===== config.mk =====
export PLATFORM = sky130hd
export DESIGN_NAME = dual_edge_level_reconstructor
export DESIGN_NICKNAME = d
export VERILOG_FILES = /design/src/rtl/dual_edge_level_reconstructor.sv
export SDC_FILE = /design/constraint.sdc
export NUM_CORES = 1
export LEC_CHECK = 0
export CAP_MARGIN = 30
export CORE_MARGIN = 8
export CORE_UTILIZATION = 54
export CTS_CLUSTER_SIZE = 24
export DETAILED_ROUTE_END_ITERATION = 8
export GPL_TIMING_DRIVEN = 0
export PLACE_DENSITY = 0.79
export RECOVER_POWER = 50
export SLEW_MARGIN = 40
export SYNTH_ARGS = -nofsm -noshare
export SYNTH_HDL_FRONTEND = slang
export SYNTH_SLANG_ARGS = --single-unit

===== constraint.sdc =====
create_clock -name clk_i -period 2.05 [get_ports clk_i]
set_input_delay 0.41 -clock clk_i [delete_from_list [all_inputs] [get_ports clk_i]]
set_output_delay 0.41 -clock clk_i [all_outputs]
set_load 0.01 [all_outputs]

===== src/rtl/dual_edge_level_reconstructor.sv =====
// -----------------------------------------------------------------------------
// dual_edge_level_reconstructor
//
// Rebuilds a level waveform from a train of single-cycle edge pulses. Each
// pulse stands for one edge, so an accepted pulse toggles the output level.
// The block also measures how long each level was held. A pulse that arrives
// too soon after the previous toggle is rejected and flagged as a glitch.
//
// Ports:
//   clk_i           - clock, all logic on the rising edge
//   rst_ni          - synchronous active-low reset
//   pulse_i         - edge event, one cycle per edge
//   resync_i        - synchronous return to SYNC; width_o/width_is_high_o hold
//   signal_o        - reconstructed level
//   glitch_o        - one-cycle flag: a pulse was rejected
//   width_valid_o   - one-cycle flag: width_o holds a completed level duration
//   width_is_high_o - 1 = width_o is a high duration, 0 = a low duration
//   width_o         - captured duration in cycles, saturating at all ones
// -----------------------------------------------------------------------------
module dual_edge_level_reconstructor #(
   parameter int unsigned WIDTH      = 16,
   parameter int unsigned MIN_GAP    = 2,
   parameter logic        INIT_LEVEL = 1'b0
) (
   input  logic             clk_i,
   input  logic             rst_ni,
   input  logic             pulse_i,
   input  logic             resync_i,
   output logic             signal_o,
   output logic             glitch_o,
   output logic             width_valid_o,
   output logic             width_is_high_o,
   output logic [WIDTH-1:0] width_o
);

   typedef enum logic [1:0] {
      ST_SYNC = 2'd0,
      ST_LOW  = 2'd1,
      ST_HIGH = 2'd2
   } state_e;

   localparam logic [WIDTH-1:0] MIN_GAP_C = WIDTH'(MIN_GAP);
   localparam logic [WIDTH-1:0] CNT_ONE   = WIDTH'(1);
   localparam logic [WIDTH-1:0] CNT_MAX   = {WIDTH{1'b1}};

   // Counter step that sticks at all ones, so long levels report "at least".
   function automatic logic [WIDTH-1:0] sat_inc(input logic [WIDTH-1:0] v);
      logic [WIDTH-1:0] r;
      if (v == CNT_MAX) begin
         r = CNT_MAX;
      end else begin
         r = v + CNT_ONE;
      end
      return r;
   endfunction

   state_e           state_q, state_d;
   logic [WIDTH-1:0] level_cnt_q, level_cnt_d;
   logic             signal_q, signal_d;
   logic             glitch_q, glitch_d;
   logic             width_valid_q, width_valid_d;
   logic             width_is_high_q, width_is_high_d;
   logic [WIDTH-1:0] width_q, width_d;

   // Next-state logic: acceptance, toggling, width capture and glitch flagging.
   always_comb begin
      state_d         = state_q;
      level_cnt_d     = sat_inc(level_cnt_q);
      signal_d        = signal_q;
      glitch_d        = 1'b0;
      width_valid_d   = 1'b0;
      width_is_high_d = width_is_high_q;
      width_d         = width_q;

      if (resync_i) begin
         // Resync wins over a coincident pulse; that pulse is silently dropped.
         state_d     = ST_SYNC;
         level_cnt_d = '0;
         signal_d    = INIT_LEVEL;
      end else if (pulse_i) begin
         case (state_q)
            ST_SYNC: begin
               // First edge after (re)start: no completed level to report.
               signal_d    = ~signal_q;
               level_cnt_d = CNT_ONE;
               state_d     = signal_q ? ST_LOW : ST_HIGH;
            end
            ST_LOW, ST_HIGH: begin
               if (level_cnt_q >= MIN_GAP_C) begin
                  signal_d        = ~signal_q;
                  level_cnt_d     = CNT_ONE;
                  state_d         = signal_q ? ST_LOW : ST_HIGH;
                  width_valid_d   = 1'b1;
                  width_d         = level_cnt_q;
                  width_is_high_d = (state_q == ST_HIGH);
               end else begin
                  // Too close to the last toggle: level and counter run on.
                  glitch_d = 1'b1;
               end
            end
            default: begin
               // Unreachable encoding: fall back to a clean SYNC restart.
               state_d     = ST_SYNC;
               level_cnt_d = '0;
               signal_d    = INIT_LEVEL;
            end
         endcase
      end else begin
         level_cnt_d = sat_inc(level_cnt_q);
      end
   end

   // State and output registers with synchronous active-low reset.
   always_ff @(posedge clk_i) begin
      if (!rst_ni) begin
         state_q         <= ST_SYNC;
         level_cnt_q     <= '0;
         signal_q        <= INIT_LEVEL;
         glitch_q        <= 1'b0;
         width_valid_q   <= 1'b0;
         width_is_high_q <= 1'b0;
         width_q         <= '0;
      end else begin
         state_q         <= state_d;
         level_cnt_q     <= level_cnt_d;
         signal_q        <= signal_d;
         glitch_q        <= glitch_d;
         width_valid_q   <= width_valid_d;
         width_is_high_q <= width_is_high_d;
         width_q         <= width_d;
      end
   end

   assign signal_o        = signal_q;
   assign glitch_o        = glitch_q;
   assign width_valid_o   = width_valid_q;
   assign width_is_high_o = width_is_high_q;
   assign width_o         = width_q;

endmodule


Word-level counts from Yosys, hierarchy flattened. Index checks and enable logic that the tools add are counted. Widths: inputs -> output; s select.

Flip-flop bits (word level): 38. Output and inout bits: 20. Word-level logic and storage cells: 35.

Reduce and logical (&&, ||, !) cells: 6. Eq/ne operators: 4. Add/subtract/negate cells: 1. $lt $le $gt $ge: 1. Bitwise logic cells: 5. Multiplexer cells: 11.

Operators by type and width (number): $mux 16 (3); $pmux 16 s2 (1); $add 16x1->16 const B (1); $eq 16x16->1 const B (1); $ge 16x2->1 const B (1); $not 1->1 (5); $mux 2 (2); $pmux 2 s2 (1); $reduce_and 4->1 (1); $reduce_or 2->1 (2); $reduce_or 4->1 (1); $mux 1 (3); $eq 2x1->1 const B (1); $eq 2x2->1 const B (1); $logic_not 2->1 (1); $ne 2x2->1 const B (1); $pmux 1 s2 (1); $reduce_and 2->1 (1).

Depth between registers and ports, before layout. Gate-level depths: netlist of run 1.

Word-level depth: 5. Gate-level depth with buffers: 8. Mapped depth without buffers: 6.

Worst setup path after synthesis of run 1. No wires, ideal clock.

Path kind: register -> register. From: register state_q[1]. To: register width_is_high_q, in the netlist width_is_high_o. Data required time: 1.978 ns. Stages on the path, launching flop included: 8. Slack: 0.317 ns. Library setup time: 0.072 ns. Period minus slack after synthesis: 1.733 ns. Path buffers: 2. Data arrival time: 1.661 ns. Cell sequence: dfxtp_1 -> inv_1 -> ha_1 -> nand2_1 -> nor3_1 -> buf_6 -> buf_6 -> mux2i_1.

Word-level cells in the longest chain between the ends: 3. Elaborated cells on any way between the ends: 4. Classes of those cells: eq/ne (2); reduce/logical (2).

RTL lines: start, declared (RTL line 57) `state_e state_q, state_d;`; start signal, assigned (RTL line 124) `state_q <= state_d;`; $eq 2x2->1 / $eq 2x1->1 (equally long branches) (RTL line 81, 95); $reduce_or 2->1 (RTL line 81) `case (state_q)`; $reduce_and 4->1 (no source line); end signal, assigned (RTL line 129) `width_is_high_q <= width_is_high_d;`; end, declared (RTL line 62) `logic width_is_high_q, width_is_high_d;`.

Several ways; a longest one is shown, not always the timed one. A chain may end at the register's enable or synchronous reset.

Worst setup path after layout of run 1.
From: register level_cnt_q[0]. To: register width_valid_q, in the netlist width_valid_o.

Word-level cells in the longest chain between the ends: 2.

RTL lines: start, declared (RTL line 58) `logic [WIDTH-1:0] level_cnt_q, level_cnt_d;`; start signal, assigned (RTL line 125) `level_cnt_q <= level_cnt_d;`; $ge 16x2->1 (RTL line 89) `if (level_cnt_q >= MIN_GAP_C) begin`; $mux 1 (RTL line 89); end signal, assigned (RTL line 128) `width_valid_q <= width_valid_d;`; end, declared (RTL line 61) `logic width_valid_q, width_valid_d;`.

No other way between the ends.

==> run metrics, run 1 <==
outcome completed; kind of critical path reg2reg; fraction of layout cells with a size suffix above 1 10.5%; Buffers on Ports 22; overall global routing resource usage 14.3%; Initial Util 54.8%; leakage 0.755 nW; Max-slew headroom 69.0%; nets@finish 237; clk sinks 37; Hold Path Class in2reg; Peak Freq 526 MHz; Yosys cell types 39; DRC 0; number of global-route vias before repair 1324; DRT iter0 DRCs 77; Die X-Extent 73.5 µm; critical-path maximum fanout 10; initial antenna violation count 0; Worst setup SP type flop; Setup Skew 8.56 ps; pre-CTS setup slack -281 ps; number of synthesized flops with an enable pin 0; CTS Buffer Depth 2; Final Hold Vio Count 0; Min Clock Period, post-route 1900 ps; drt first pass iters 4; register bit total from synthesis 37; placed insts 266; vias after detailed routing 1469; die area 5400 µm²; cell area after synthesis 1780 µm²; Via density 5.36; GR peak layer met2; asr flop ratio synth 0%; max-cap violations 0; Hold WS 405 ps; IO Pins 24; root buffer cell clkbuf_4; RSZ-0062 raised after global routing no; Clk pin slew, worst setup/hold paths 110 ps; Overflow after GRT 0; post-synthesis average cell area 9.01 µm²; worst slew pin tran 465 ps; Layout Cells excl Fill 274; Post-Synthesis Cells 198; Mapped Nets 208; met1 GRT Util 18.2%; # H-tree levels 2; first-pass GRT wire length 6060 µm; CTS tree built; Critical Path RT 2300 ps; sequential element share of the synthesized area 41.5%; GPL Wtd Cong 0.846; commonest non-fill, non-tap cells in the layout nand2_1, dfxtp_1, dlygate4sd3_1, mux2i_1, a21oi_1; Detail Placement HPWL 2590 µm; CP Capture Type flop; maximum vdd drop 0.266 mV; WL final 3610 µm; CTS Buf Count 5; CTS Hold Bufs 0; commonest non-fill, non-tap cell in the layout nand2_1; DP Area 2060 µm²; Data arrival, critical path 2150 ps; drt wl/cell 13.2 µm; Detail Route Antenna Nets 0; Core Region 3260 µm²; final setup margin 149 ps; ant diodes 0; met2 GRT Util 21.4%; YS warnings 0; ys flop type dfxtp_1; Global Route met3 Usage 4.09%; Clock Latency Late Sink 340 ps; row count 21; synth-to-layout area growth 18.9%; # setup viols final 0; Die H 73.5 µm; Slew Limit Fails 0; largest net degree at the start of global routing 12; pwr/cell area 548 nW/µm²; finished layout cell area 2120 µm²; Final period util 92.8%
## state kept, by name (all words and copies together), names as in the netlist
register and flops:
state_q 2, width_o 16, width_is_high_o 1, width_valid_o 1
level_cnt_q 16, glitch_o 1
## where the power goes
part           total, mW  internal [mW]  switching (mW)
clock              0.366          0.131           0.235
combinational     0.0659         0.0251          0.0408
sequential         0.730          0.723         0.00724
## what timing repair did
action	4_1_cts	5_1_grt
resized for setup	0	2
endpoints found under the setup margin	0	19
setup buffers	0	0
## routing by layer
| metal | vias to the layer above | part of all wire (%) |
|---|---|---|
| met4 | 0 | 1.7 |
| met2 | 37 | 44 |
| met1 | 667 | 48 |
| met5 | - | 0 |
| met3 | 5 | 5.6 |
| li1 | 760 | - |
## final cells by class
| type | instances | area, µm² |
|---|---|---|
| buffer | 13 | 73.8 |
| timing repair buffer | 22 | 220 |
| clock inverter | 2 | 10.0 |
| fill | 293 | 1140 |
| sequential | 37 | 742 |
| multi-input combinational | 144 | 961 |
| tap | 46 | 57.6 |
| clock buffer | 6 | 41.3 |
| inverter | 4 | 15.0 |
## critical path, cell delays in order, from the launching register on
cell and delay, ps:
dfxtp_1 480, inv_1 80, ha_1 210, nor4_2 200
and4_4 310, nor3_1 70, buf_6 150, buf_6 160
and2_1 150
## worst paths after layout
| check | from | endpoint | slack (ps) | cells after the start |
|---|---|---|---|---|
| worst max-delay path | level_cnt_q[0] | width_valid_o | 150 | 8 |
| worst min-delay path | rst_ni | width_o[7] | 410 | 3 |
| worst max register to register | level_cnt_q[0] | width_valid_o | 150 | 8 |
| worst min register to register | width_o[12] | width_o[12] | 460 | 2 |
## logic make-up (layout without fill, tap and decap cells)
kind of cell / Yosys count / in the layout / synth area share, %
and+or+nand+nor: 85 / 85 / 25.9
buffers and inverters: 17 / 47 / 4.98
adders and majority gates: 6 / 6 / 4.21
xor gates and xnor gates: 8 / 8 / 3.93
DFF: 37 / 37 / 41.5
muxes: 19 / 19 / 10.7
AOI/OAI and AO/OA: 26 / 26 / 8.77
## Yosys cell counts (2+ instances only)
| library cell | n | area (µm²) |
|---|---|---|
| xor2_1 | 5 | 43.8 |
| nor4b_1 | 2 | 17.5 |
| ha_1 | 6 | 75.1 |
| a21oi_1 | 12 | 60.1 |
| xnor2_1 | 3 | 26.3 |
| a211oi_1 | 2 | 15.0 |
| o21ai_0 | 2 | 10.0 |
| nor2_1 | 8 | 30.0 |
| nor3_1 | 2 | 10.0 |
| inv_1 | 4 | 15.0 |
| buf_2 | 5 | 25.0 |
| nand3_1 | 6 | 30.0 |
| mux2i_1 | 18 | 180 |
| nand2_1 | 41 | 154 |
| and4_1 | 3 | 26.3 |
| nor4_2 | 3 | 37.5 |
| a31oi_1 | 4 | 25.0 |
| nand2b_1 | 2 | 12.5 |
| buf_6 | 2 | 22.5 |
| nand4_1 | 8 | 50.1 |
| dfxtp_1 | 37 | 741 |
| clkbuf_1 | 5 | 18.8 |
| and2_1 | 2 | 12.5 |
## metrics by stage
stage | power [mW] | utilization (%) | setup TNS, ps
floorplan | 0.789 | - | 0
global placement | 0.810 | 63.3 | -2590
detailed placement | 0.811 | 63.3 | -2750
CTS | 1.18 | 64.9 | 0
global route | 1.22 | 65.1 | 0
finish | 1.16 | 65.1 | 0
(Power assumes the default switching activity.)
==> run 2: changes to the inputs <==
--- a/config.mk
+++ b/config.mk
@@ -6,7 +6,7 @@
 export NUM_CORES = 1
 export LEC_CHECK = 0
 export CAP_MARGIN = 30
-export CORE_MARGIN = 8
+export CORE_MARGIN = 2
 export CORE_UTILIZATION = 54
 export CTS_CLUSTER_SIZE = 24
 export DETAILED_ROUTE_END_ITERATION = 8
@@ -17,3 +17,4 @@
 export SYNTH_ARGS = -nofsm -noshare
 export SYNTH_HDL_FRONTEND = slang
 export SYNTH_SLANG_ARGS = --single-unit
+export TNS_END_PERCENT = 5
==> run 2 against run 1 <==
  * Global-route usage up 8.6 points
  * Critical path type is now in2reg
  * Critical path depth down 2
  * Die area down 30%
  * Clock power up 7.9%
  * Critical endpoint is now level_cnt_q[2]
  * Sequential cell count unchanged
  * Non-clock buffer count unchanged
  * Total power up 2.6%
  * Core utilization up 3.3 points
  * Via count up 5.5%
  * Sequential power about the same
  * Highest routed layer unchanged
  * Combinational power up 1%
  * Hold slack worse by 20 ps
==> run metrics, run 2 (synthesized netlist as in run 1, its figures left out) <==
outcome completed; clk sinks 37 (unchanged); synth-to-layout area growth 19.0%; Clock Latency Late Sink 360 ps (+20 ps); reg-to-reg endpoint level_cnt_q[2]; Via density 5.70 (+6.3%); Min Clock Period, post-route 1910 ps (+8.32 ps); critical-path maximum fanout 10 (unchanged); commonest non-fill, non-tap cell in the layout nand2_1; CTS Buf Count 5 (unchanged); DRC 0 (unchanged); R2R Setup Slk 170 ps (+20 ps); Hold Path Class in2reg; # setup viols final 0 (unchanged); # H-tree levels 2 (unchanged); row count 20 (-4.8%); Die X-Extent 61.5 µm (-16%); commonest non-fill, non-tap cells in the layout nand2_1, dfxtp_1, dlygate4sd3_1, mux2i_1, a21oi_1; FF-to-FF Start level_cnt_q[0]; WL met2 1840 µm (+15%); Overall Power 1.19 mW (+2.6%); Endpoint, Worst Hold width_o[6]; initial antenna violation count 0 (unchanged); max-cap violations 0 (unchanged); Peak Freq 524 MHz (-0.44%); Worst Hold Launch rst_ni; CTS Hold Bufs 0 (unchanged); Setup Skew 13.0 ps (+4.46 ps); vias after detailed routing 1550 (+5.5%); Final period util 93.2% (+0.41 points); worst slew pin tran 483 ps (+17.6 ps); Clk pin slew, worst setup/hold paths 130 ps (+20 ps); Max-slew headroom 67.8% (-1.2 points); Hold WS 385 ps (-19.9 ps); final setup margin 140 ps (-8.32 ps); Final Hold Vio Count 0 (unchanged); number of global-route vias before repair 1415 (+6.9%); Fill cells 272 (-7.2%); Met1 Routed Length 1770 µm (+0.74%); GPL Wtd Cong 0.810 (-4.3%); top sig layer met4; total area of sequential cells 743 µm² (+0.17%); worst hold stages 3 (unchanged); root buffer cell clkbuf_4; fraction of layout cells with a size suffix above 1 11.4% (+0.88 points); setup TNS 0 ps (unchanged); R2R depth 6 (-2); drt wl/cell 14.4 µm (+9.0%); Data arrival, critical path 2140 ps (about the same); CTS Buffer Depth 2 (unchanged); pre-CTS setup slack -344 ps (-62.9 ps); postcts setup bufs 0 (unchanged); Critical Path RT 2280 ps (-20 ps); RSZ-0062 raised after global routing no; Overflow after GRT 0 (unchanged); drt first pass iters 4 (unchanged); IO Pins 24 (unchanged); leakage 0.754 nW (about the same); die area 3780 µm² (-30%); wire length on met3 207 µm (+3.0%); CTS tree built; kind of critical path in2reg; maximum vdd drop 0.421 mV (+58%); Core Region 3100 µm² (-4.8%); Worst setup SP type input pin; overall global routing resource usage 22.9% (+8.6 points); footprint of the multi-input gates 961 µm² (unchanged); Initial Util 57.5% (+2.7 points); final core area utilization 68.4% (+3.3 points); nets@finish 237 (unchanged); largest net degree at the start of global routing 13 (+1); Slew Limit Fails 0 (unchanged); pwr/cell area 562 nW/µm² (+2.5%); WL final 3910 µm (+8.2%); Buffers on Ports 22 (unchanged); Worst Setup SP pulse_i; first-pass GRT wire length 6400 µm (+5.7%); Detail Route Antenna Nets 0 (unchanged); Die H 61.5 µm (-16%); post_cts resized 0 (unchanged); ant diodes 0 (unchanged); DRT iter0 DRCs 91 (+18%); Detail Placement HPWL 2720 µm (+4.9%); CP Capture Type flop
## run 2: cell count changes in the layout (fill, tap and decap cells not counted), sizes merged
cell,change
clkbuf,-1
clkinvlp,+1
## run 2: per-layer routing
layer / track usage [%] / vias up
met5: 0 / -
met4: 10.9 / 0
met3: 5.88 / 13
met2: 35.2 / 57
met1: 30.0 / 720
li1: - / 760
## run 2: how the worst max path moves through the flow
stage                           end  slack (ps)  cells after the start
global placement     level_cnt_q[3]        -270                      6
finish               level_cnt_q[2]         140                      6
global route         level_cnt_q[9]          20                      6
CTS                  level_cnt_q[2]          20                      6
floorplan           width_is_high_o         320                      7
detailed placement   level_cnt_q[2]        -340                      6
## run 2: layout make-up
| class | instances | share of cell area (%) |
|---|---|---|
| multi-input cells | 144 | 45.3 |
| flip-flops and latches | 37 | 35.0 |
| repair buffers | 22 | 10.4 |
| plain buffers | 13 | 3.48 |
| well taps | 44 | 2.59 |
| clock buffers | 5 | 1.77 |
| clock inverters | 3 | 0.825 |
| inverters | 4 | 0.707 |
## run 2: power breakdown
part           internal, mW  switching [mW]
Clock                 0.129           0.266
Sequential            0.723         0.00765
Combinational        0.0251          0.0414
Total                 0.878           0.315
## run 2: stage by stage
stage	area, µm²	cells
after detailed placement	2060	264
after CTS	2110	272
after global placement	2060	264
after global routing	2120	272
final	2120	272
after floorplan	1780	198
## run 2: worst max-delay path: stages
cell	delay, ps
clkdlybuf4s50_1	480
clkbuf_1	310
a21oi_1	160
a31oi_2	410
buf_2	300
a21oi_1	70
